===== config.mk =====
export PLATFORM = sky130hd
export DESIGN_NAME = plen_arbiter
export DESIGN_NICKNAME = d
export VERILOG_FILES = /design/src/rtl/plen_arbiter.sv
export SDC_FILE = /design/constraint.sdc
export NUM_CORES = 1
export LEC_CHECK = 0
export ABC_AREA = 1
export CORE_MARGIN = 1.5
export CORE_UTILIZATION = 52
export DETAILED_ROUTE_END_ITERATION = 16
export PLACE_DENSITY = 0.87
export REMOVE_ABC_BUFFERS = 1
export SLEW_MARGIN = 20
export SYNTH_ARGS = -nofsm -noshare
export SYNTH_HDL_FRONTEND = slang
export SYNTH_SLANG_ARGS = --single-unit
export TNS_END_PERCENT = 20

===== constraint.sdc =====
create_clock -name clk -period 3.05 [get_ports clk]
set_input_delay 0.61 -clock clk [delete_from_list [all_inputs] [get_ports clk]]
set_output_delay 0.61 -clock clk [all_outputs]
set_load 0.02 [all_outputs]

===== src/rtl/plen_arbiter.sv =====
// Packet-length merge: per-port FIFOs with drop counters feeding a round-robin
// arbiter that emits one registered length per cycle to the counter block.
module plen_arbiter #(
  parameter int NPORTS     = 4,
  parameter int FIFO_DEPTH = 4,
  parameter int DROP_W     = 32
) (
  input  logic                       clk,
  input  logic                       resetn,
  input  logic [NPORTS*16-1:0]       in_tdata,
  input  logic [NPORTS-1:0]          in_tvalid,
  input  logic [NPORTS-1:0]          in_tuser,
  input  logic                       enable,
  input  logic                       clear_drops,
  output logic [15:0]                plen_tdata,
  output logic                       plen_tvalid,
  output logic                       plen_tuser,
  output logic [$clog2(NPORTS)-1:0]  plen_tport,
  output logic [NPORTS*DROP_W-1:0]   drop_count
);

  localparam int PW = $clog2(NPORTS);
  localparam int AW = $clog2(FIFO_DEPTH);

  // Handshake: neither side has a ready. An input beat is taken whenever
  // in_tvalid is high (stored, or counted as a drop if its FIFO stays full);
  // an output beat is presented for exactly one cycle while plen_tvalid is high.

  logic [16:0]       mem_q    [NPORTS][FIFO_DEPTH];
  logic [16:0]       mem_d    [NPORTS][FIFO_DEPTH];
  logic [AW-1:0]     wr_ptr_q [NPORTS];
  logic [AW-1:0]     wr_ptr_d [NPORTS];
  logic [AW-1:0]     rd_ptr_q [NPORTS];
  logic [AW-1:0]     rd_ptr_d [NPORTS];
  logic [AW:0]       cnt_q    [NPORTS];
  logic [AW:0]       cnt_d    [NPORTS];
  logic [DROP_W-1:0] drop_q   [NPORTS];
  logic [DROP_W-1:0] drop_d   [NPORTS];
  logic [PW-1:0]     last_q, last_d;

  logic              gnt_valid;
  logic [PW-1:0]     gnt_port;
  logic [NPORTS-1:0] pop, push, full;
  int                idx;

  logic              tvalid_q, tvalid_d;
  logic [15:0]       tdata_q, tdata_d;
  logic              tuser_q, tuser_d;
  logic [PW-1:0]     tport_q, tport_d;

  // Round-robin search starts one past the last granted port.
  always_comb begin
    gnt_valid = 1'b0;
    gnt_port  = '0;
    idx       = 0;
    for (int i = 1; i <= NPORTS; i++) begin
      idx = int'(last_q) + i;
      if (idx >= NPORTS) idx = idx - NPORTS;
      if (enable && !gnt_valid && (cnt_q[idx] != '0)) begin
        gnt_valid = 1'b1;
        gnt_port  = PW'(idx);
      end
    end
  end

  always_comb begin
    mem_d      = mem_q;
    wr_ptr_d   = wr_ptr_q;
    rd_ptr_d   = rd_ptr_q;
    cnt_d      = cnt_q;
    drop_d     = drop_q;
    pop        = '0;
    push       = '0;
    full       = '0;
    drop_count = '0;
    for (int p = 0; p < NPORTS; p++) begin
      full[p] = (cnt_q[p] == (AW+1)'(FIFO_DEPTH));
      pop[p]  = gnt_valid && (gnt_port == PW'(p));
      // A full FIFO still accepts when its head leaves in the same cycle.
      push[p] = in_tvalid[p] && (!full[p] || pop[p]);
      if (push[p]) begin
        mem_d[p][wr_ptr_q[p]] = {in_tuser[p], in_tdata[16*p +: 16]};
        wr_ptr_d[p]           = wr_ptr_q[p] + 1'b1;
      end
      if (pop[p]) rd_ptr_d[p] = rd_ptr_q[p] + 1'b1;
      if (push[p] && !pop[p])      cnt_d[p] = cnt_q[p] + 1'b1;
      else if (pop[p] && !push[p]) cnt_d[p] = cnt_q[p] - 1'b1;
      if (clear_drops)
        drop_d[p] = '0;
      else if (in_tvalid[p] && full[p] && !pop[p] && (drop_q[p] != '1))
        drop_d[p] = drop_q[p] + 1'b1;
      drop_count[DROP_W*p +: DROP_W] = drop_q[p];
    end
  end

  always_comb begin
    tvalid_d = gnt_valid;
    tdata_d  = tdata_q;
    tuser_d  = tuser_q;
    tport_d  = tport_q;
    last_d   = last_q;
    if (gnt_valid) begin
      {tuser_d, tdata_d} = mem_q[gnt_port][rd_ptr_q[gnt_port]];
      tport_d            = gnt_port;
      last_d             = gnt_port;
    end
  end

  always_ff @(posedge clk) begin
    if (!resetn) begin
      for (int p = 0; p < NPORTS; p++) begin
        wr_ptr_q[p] <= '0;
        rd_ptr_q[p] <= '0;
        cnt_q[p]    <= '0;
        drop_q[p]   <= '0;
      end
      last_q   <= PW'(NPORTS-1);
      tvalid_q <= 1'b0;
      tdata_q  <= '0;
      tuser_q  <= 1'b0;
      tport_q  <= '0;
    end else begin
      wr_ptr_q <= wr_ptr_d;
      rd_ptr_q <= rd_ptr_d;
      cnt_q    <= cnt_d;
      drop_q   <= drop_d;
      last_q   <= last_d;
      tvalid_q <= tvalid_d;
      tdata_q  <= tdata_d;
      tuser_q  <= tuser_d;
      tport_q  <= tport_d;
    end
  end

  // Storage needs no reset: occupancy counts alone decide what is valid.
  always_ff @(posedge clk) mem_q <= mem_d;

  assign plen_tvalid = tvalid_q;
  assign plen_tdata  = tdata_q;
  assign plen_tuser  = tuser_q;
  assign plen_tport  = tport_q;

endmodule


# == Word level (Yosys, flattened, before mapping) ==
# Cells that the tools add are included.
# op_classes
n_eq_ne,11
bitwise,11
order_cmp,18
add_sub_neg,28
n_reduce_logical,68
n_mux,53
# ops
cell,n
68-bit bitwise mux,4
68-bit binary-select mux with 2-bit select,1
17-bit demux with 2-bit select,4
68-bit two-way mux,2
"32-bit by 1-bit adder with 32-bit output, second input constant",4
"32-bit by 3-bit greater-or-equal comparator with 1-bit output, second input constant",4
32-bit two-way mux,4
"32-bit != test, second input constant",4
32-bit inverter,4
17-bit two-way mux,6
3-bit two-way mux,16
1-bit logical AND,39
17-bit binary-select mux with 2-bit select,1
"3-bit greater-or-equal comparator, second input constant",9
3-bit binary-select mux with 2-bit select,4
2-bit inverter with 3-bit output,6
"2-bit by 1-bit adder with 2-bit output, second input constant",8
1-bit logical NOT,15
"3-bit by 1-bit adder with 3-bit output, second input constant",4
"3-bit equality test, second input constant",4
"3-bit by 1-bit < comparator with 1-bit output, second input constant",4
2-bit two-way mux,6
3-bit nonzero test,4
"3-bit by 1-bit subtractor with 3-bit output, second input constant",4
15 further kinds,28
# totals
inputBits,76
reg_bits,450
elab_cells,226

# == Logic depth before layout (Yosys ltp) ==
# Gate-level depths: netlist of the first run.
# depth
word_depth,30
depth_mapped,25
ltp_nobuf,24

# == Worst setup path after synthesis of the first run ==
# Ideal clock, no wire load.
# synth_timing
kind,register -> register
start,register last_q[0]
end,register mem_q[0] (netlist name) (enable)
arrival_ns,2.472
setup_slack_ns,0.188
period_less_slack_ns,2.862
setup_time_ns,0.391
n_path_buf,2
t_required_ns,2.659
stages_incl_launch_ff,17
path_cell_list,dfxtp_1 -> inv_2 -> buf_6 -> nand2_1 -> nand2_1 -> nor2_2 -> nand2_1 -> nand3_2 -> nand2_2 -> nor2_1 -> nand3_1 -> nand2_1 -> buf_6 -> nand2_2 -> nand2_1 -> nand2_1 -> nor2_1
# synth_between
elab_chain_cells,26
elab_cells_between_ends,58
cone_classes,add/sub (8); order compare (4); eq/ne (1); mux (24); bitwise (4); reduce/logical (17)
# synth_lines
item,line,rtl
start: declaration,39,"logic [PW-1:0] last_q, last_d;"
start signal: assignment,117,last_q <= PW'(NPORTS-1);
start signal: assignment,127,last_q <= last_d;
2-bit by 1-bit adder with 3-bit output,57,idx = int'(last_q) + i;
3-bit by 3-bit subtractor with 4-bit output or 3-bit greater-or-equal comparator (tied branches),58,if (idx >= NPORTS) idx = idx - NPORTS;
32-bit two-way mux,58,
32-bit inverter (not written as such),59,if (enable && !gnt_valid && (cnt_q[idx] != '0)) begin
3-bit binary-select mux with 2-bit select,59,
3-bit two-way mux (not written as such) (2 in series),59,
3-bit nonzero test,59,
1-bit logical AND,59,
(+8 left out),n/a,
1-bit two-way mux,59,
1-bit logical NOT,59,
1-bit logical AND (2 in series),59,
2-bit two-way mux,59,
2-bit equality test,78,pop[p] = gnt_valid && (gnt_port == PW'(p));
1-bit logical AND (*),78,
1-bit logical OR (*),80,push[p] = in_tvalid[p] && (!full[p] || pop[p]);
1-bit logical AND (*),80,
end signal: assignment,136,always_ff @(posedge clk) mem_q <= mem_d;
end: declaration,29,logic [16:0] mem_q [NPORTS][FIFO_DEPTH];
# Every way passes the cells marked *; elsewhere a longest branch is shown, timed or not. The select of a mux whose other input is x is not followed.
# A chain may end at the register's enable or synchronous reset.

==> metrics.md, run 1 <==
| Metric | Value |
|---|---|
| Outcome | finished, final reports clean |
| Area of the multi-input gates | 8840 µm² |
| Critical path arrival | 3.36 ns |
| Area Growth Syn to Fin | 23.4% |
| Clk slew on worst S/H paths | 0.06 ns |
| Die width | 209 µm |
| Number of I/O port buffers | 223 |
| Fin cells | 3,538 |
| Placed cell count | 3,442 |
| Cell area power density | 1000 nW/µm² |
| First-pass GRT wire length | 102 mm |
| Cts hold-fix bufs | 0 |
| Top-area cell type share of the netlist area | 0.369 |
| Worst min-delay path category | flip-flop to flip-flop |
| Placed Area | 25,500 µm² |
| Root Driver | clkbuf_16 |
| Fin area | 27,300 µm² |
| Height of the chip | 209 µm |
| Total wire length | 65.6 mm |
| H-tree depth | 2 |
| Synthesized instance count | 2,695 |
| CTS max path bufs | 3 |
| Max Transition Viols Final | 0 |
| Mean Syn Cell Area | 8.22 µm² |
| Wire per inst | 18.5 µm |
| Initial Utilization | 0.528 |
| Setup crit start kind | flip-flop |
| Register-to-Register Setup Slack | 0.15 ns |
| Setup TNS | 0 ns |
| Peak Freq | 345 MHz |
| CP endpoint | cnt_q[10] |
| Fin nets | 3,058 |
| Seq/Total Area, Yosys | 0.530 |
| Initial antenna violation count | 12 |
| Synthesis Warnings | 0 |
| Worst R2R Path Depth | 20 |
| # rows | 75 |
| Layout cell share with drive strength beyond 1 | 0.0805 |
| DRC | 0 |
| Cell area after synthesis | 22,100 µm² |
| Total number of vias | 19,700 |
| Async set-reset flop share out of synthesis | 0 |
| Routed Antenna Nets | 0 |
| Fin Hold WS | 0.490 ns |
| Synth Flop Type | edfxtp_1 |
| Relative slew slack | 0.551 |
| Reg-to-Reg End | cnt_q[10] |
| # setup viols final | 0 |
| Worst Setup End Kind | flip-flop |
| Leak Pwr | 10.7 nW |
| Worst path slowest cell | fa_2 |
| Final Util | 0.651 |
| Core Region | 41,900 µm² |
| Worst-Skew Late Latency | 0.58 ns |
| Post-synth EDFFs | 272 |
| Register Area | 11,700 µm² |
| Grt total ovfl | 0 |
| Largest net degree at the start of global routing | 137 |
| Kind of critical path | flip-flop to flip-flop |
| Vias in the first global route | 19,400 |
| Required @ worst endpoint | 3.50 ns |
| Power Total | 27.4 mW |
| Clock Sinks | 450 |
| Cell taking the most area after synthesis | edfxtp_1 |
| Most common cell after layout, fill and taps aside | nand2_1 |
| CP Launch Point | last_q[0] |
| Setup WS pre-CTS | -0.304 ns |
| CP max FO | 11 |
| Worst slew pin tran | 0.668 ns |
| Final hold violation count | 0 |
| Crit Reg-Reg Startpoint | last_q[0] |
| Max cap viols | 0 |
| Post-route minimum period | 2.90 ns |
| Slowest stage delay, CP | 0.42 ns |
| I/O pin count | 224 |
| DR iter-0 viols | 2,035 |
| VDD IR max | 1.54 mV |
| Yosys cell types | 41 |
| Die ar. | 43,800 µm² |
| Most frequent cells in the layout | nand2_1 (865), inv_1 (289), edfxtp_1 (272), clkdlybuf4s50_1 (223), nand3_1 (208) |
| Synth area leaders | edfxtp_1 (37%), dfxtp_1 (16%), nand2_1 (15%), inv_1 (5.0%), nand3_1 (4.7%) |
| Hpwl dp | 45.2 mm |
| GRT Resource Usage Total | 0.296 |
| Fill cell count | 3,293 |
| Vias per cell | 5.56 |
| Seq cells post-synth | 450 |
| Routability Congestion | 0.985 |
| Worst path cell trace | buf_6 > nand2_1 > nand2_1 > nor2_2 > nand2_2 > nand2_2 > nor2_4 > buf_4 > buf_4 > nor3_4 > inv_2 > nand3_2 > inv_1 > o21ai_2 > inv_1 > ha_1 > inv_2 > fa_2 > o21ai_1 > a21oi_1 |
| Final cycle utilization of the critical path | 0.952 |
| CTS tree | yes |
| Worst setup margin | 0.148 ns |
| Skew final | 0.0189 ns |
| Num CTS Buffers | 47 |
| TritonRoute pass-1 iters | 6 |
report_power, final:
part	internal, mW	switching [mW]	total, mW
clock network	3.67	2.44	6.10
registers	7.15	0.321	7.47
logic	4.52	9.30	13.8
total	15.3	12.1	27.4
layout make-up:
class	count	area share
Antenna cell	7	0.000641
Clock buffer	62	0.0485
Clock inverter	25	0.0120
Inverter	302	0.0418
Multi-Input combinational cell	1833	0.324
Sequential cell	450	0.430
Tap cell	539	0.0247
Timing Repair Buffer	320	0.119
metal layers:
metal | GRT usage | up-vias | share of wire
li1 | - | 9348 | -
met5 | 0 | - | 0.00094
met2 | 0.497 | 947 | 0.48
met3 | 0.0649 | 181 | 0.091
met4 | 0.124 | 8 | 0.040
met1 | 0.369 | 9178 | 0.39
synth_stat cells, types with 49 or more instances:
cell type / instances
nor3_1: 80
nand3_1: 209
xor2_1: 60
edfxtp_1: 272
nand2_1: 875
a21oi_1: 131
o21ai_0: 60
buf_2: 49
dfxtp_1: 178
nand3b_1: 51
inv_1: 292
nor2_1: 192
logic make-up (layout without fill, tap and decap cells):
group	count (synthesis)	in the layout	share of synthesized area
buffers and inverters	412	709	0.0765
adder cells (fa/ha/maj)	28	28	0.0172
flip-flops	450	450	0.530
AO/OA/AOI/OAI	212	212	0.0496
AND/OR/NAND/NOR	1524	1524	0.300
other	0	7	0
XOR/XNOR	69	69	0.0273
sequential cells by signal, summed over array words and instances (netlist names):
signal and count:
cnt_q 12, mem_q 272, last_q 2, plen_tport 2, drop_count 128, wr_ptr_q 8
plen_tvalid 1, plen_tuser 1, plen_tdata 16, rd_ptr_q 8
worst min-delay path by stage:
stage	startpoint	end	slack (ns)	depth (start not counted)
after global placement	plen_tport[0]	plen_tport[0]	0.46	2
after global routing	rd_ptr_q[7]	rd_ptr_q[7]	0.51	2
after detailed placement	plen_tport[0]	plen_tport[0]	0.48	2
after CTS	rd_ptr_q[5]	rd_ptr_q[5]	0.49	2
final	plen_tport[0]	plen_tport[0]	0.49	2
after floorplan	rd_ptr_q[5]	rd_ptr_q[5]	0.44	2
repair_timing:
action                                  CTS  global route
gates cloned                              0             0
pin swaps                                 0             9
gates resized for setup                   2            51
hold endpoints to repair                  0             0
endpoints found under the setup margin    1            28
setup buffers                             0             2
worst max-delay path: cells and delay by family, from the launching register on:
| kind | cells | cell delay (ns) |
|---|---|---|
| AO/OA/AOI/OAI | 3 | 0.31 |
| adder cells (fa/ha/maj) | 2 | 0.62 |
| buffers and inverters | 7 | 0.69 |
| flip-flops | 1 | 0.36 |
| AND/OR/NAND/NOR | 8 | 0.80 |
(Power assumes the default switching activity.)
==> inputs of run 2 (changes only) <==
RECOVER_POWER = 50   (was default)
SKIP_LAST_GASP = 1   (was default)
==> run 2 against run 1 <==
Against the previous run:
- sequential share of layout area hardly changed
- die area did not move
- utilization about the same
- count of clock-buffer cells in the layout unchanged
- final cell count increased by 0.17%
- final area is essentially flat
- largest cell class unchanged
- first-iteration DRC count decreased by 8.4%
- sequential cell count stayed put
- maximum frequency fell by 0.26%
- setup slack lost 0.0075 ns
- power is 0.49% lower
- critical endpoint is now cnt_q[7]
- via count rose by 0.12%
==> metrics.md, run 2 (synthesis gave the netlist of run 1 again) <==
| Metric | Value |
|---|---|
| Outcome | finished, final reports clean |
| Reg-to-Reg End | cnt_q[7] |
| Vias per cell | 5.55 |
| Routed Antenna Nets | 0 |
| Register-to-Register Setup Slack | 0.14 ns |
| Hold path depth | 2 |
| Core Region | 41,900 µm² |
| Fill cell count | 3,285 |
| CTS max path bufs | 3 |
| Layout cell share with drive strength beyond 1 | 0.0792 |
| Crit Reg-Reg Startpoint | last_q[0] |
| Initial Utilization | 0.528 |
| Worst setup margin | 0.140 ns |
| Cts hold-fix bufs | 0 |
| CTS tree | yes |
| I/O pin count | 224 |
| Hold Path Sink | plen_tport[0] |
| Skew final | 0.0177 ns |
| Grt total ovfl | 0 |
| Placed Area | 25,500 µm² |
| GRT Resource Usage Total | 0.296 |
| Area Growth Syn to Fin | 23.4% |
| Peak Freq | 344 MHz |
| First-pass GRT wire length | 102 mm |
| Hpwl dp | 45.2 mm |
| Die width | 209 µm |
| Most flops, register | mem_q |
| Placed cell count | 3,442 |
| Max reg flops | 272 |
| DRC | 0 |
| Worst R2R Path Depth | 22 |
| Relative slew slack | 0.546 |
| Total wire length | 65.6 mm |
| TritonRoute pass-1 iters | 6 |
| Fin nets | 3,058 |
| Wire per inst | 18.5 µm |
| Setup WS pre-CTS | -0.304 ns |
| Total number of vias | 19,700 |
| Clock Sinks | 450 |
| Final cycle utilization of the critical path | 0.954 |
| Max cap viols | 0 |
| DR iter-0 viols | 1,865 |
| Fin Hold WS | 0.485 ns |
| # setup viols final | 0 |
| H-tree depth | 2 |
| Leak Pwr | 10.7 nW |
| Post-route minimum period | 2.91 ns |
| Fin area | 27,300 µm² |
| Final Util | 0.651 |
| Kind of critical path | flip-flop to flip-flop |
| Num CTS Buffers | 47 |
| Worst hold start | plen_tport[0] |
| Worst Setup End Kind | flip-flop |
| Most frequent cells in the layout | nand2_1 (865), inv_1 (291), edfxtp_1 (272), nand3_1 (208), nor2_1 (188) |
| Die ar. | 43,800 µm² |
| Worst slew pin tran | 0.674 ns |
| Worst min-delay path category | flip-flop to flip-flop |
| Number of I/O port buffers | 223 |
| Worst-Skew Late Latency | 0.58 ns |
| Final hold violation count | 0 |
| Clk slew on worst S/H paths | 0.06 ns |
| Cell area power density | 998 nW/µm² |
| # rows | 75 |
| CP max FO | 11 |
| Critical path arrival | 3.38 ns |
| VDD IR max | 1.41 mV |
| Fin cells | 3,544 |
| Routability Congestion | 0.985 |
| Initial antenna violation count | 17 |
| Height of the chip | 209 µm |
| Max Transition Viols Final | 0 |
| Required @ worst endpoint | 3.52 ns |
| Largest net degree at the start of global routing | 137 |
| Root Driver | clkbuf_16 |
| Vias in the first global route | 19,400 |
| Setup crit start kind | flip-flop |
| RSZ-0062 raised after global routing | true |
| Most common cell after layout, fill and taps aside | nand2_1 |
[run 2: changes by cell type in the layout (fill, tap and decap cells not counted), sizes merged]
cell and delta:
diode +6, dlygate4sd3 +86, clkdlybuf4s50 -86
[run 2: report_power, final]
group / internal (mW) / switching [mW] / total [mW]
Sequential: 7.15 / 0.318 / 7.47
Clock: 3.67 / 2.44 / 6.11
Combinational: 4.46 / 9.23 / 13.7
[run 2: worst max-delay path, stage by stage, from the launching register on]
cell and delay, ns:
dfxtp_4 0.36, buf_6 0.14, nand2_1 0.06, nand2_1 0.06
nor2_2 0.16, nand2_2 0.08, nand2_2 0.09, nor2_4 0.04
buf_4 0.15, nor2_4 0.10, nand3_2 0.10, nand2_4 0.11
inv_4 0.04, buf_4 0.14, nand2_4 0.06, nand3_1 0.09
nand2_2 0.10, inv_1 0.04, ha_1 0.17, inv_1 0.10
fa_2 0.43, o21ai_1 0.14, a21oi_1 0.05
[run 2: layer usage]
layer,routed length [µm],track usage,vias up
met2,31500,0.497,935
met4,2510,0.124,8
met1,25600,0.369,9221
met5,67,0,-
li1,-,-,9352
met3,5870,0.0649,169
[run 2: cell type report]
cell class,instances,area (µm²),area share
Sequential cell,450,11700,0.430
Multi-Input combinational cell,1833,8830,0.323
Timing Repair Buffer,320,3250,0.119
Clock buffer,62,1330,0.0485
Inverter,302,1140,0.0418
Tap cell,539,674,0.0247
Clock inverter,25,328,0.0120
Antenna cell,13,32.5,0.00119
[run 2: stage by stage]
step / setup TNS [ns] / total power [mW]
2_1_floorplan: -1260.05 / 15.4
3_3_place_gp: -2.27 / 20.0
3_5_place_dp: -9.02 / 20.5
4_1_cts: 0 / 26.7
5_1_grt: -0.0883 / 28.9
6_report: 0 / 27.3
[run 2: timing repair]
action                     4_1_cts  5_1_grt
hold endpoints to repair         0        0
gates resized for setup          2       45
setup endpoints to repair        1       28
pin swaps                        0        9
setup buffers                    0        2
[run 2: worst max-delay path by stage]
stage / startpoint / end / depth (start not counted)
after floorplan: last_q[0] / mem_q[204] / 14
after global placement: enable / cnt_q[11] / 20
after detailed placement: enable / cnt_q[8] / 22
after CTS: last_q[0] / cnt_q[5] / 23
after global routing: last_q[0] / cnt_q[2] / 22
final: last_q[0] / cnt_q[7] / 22
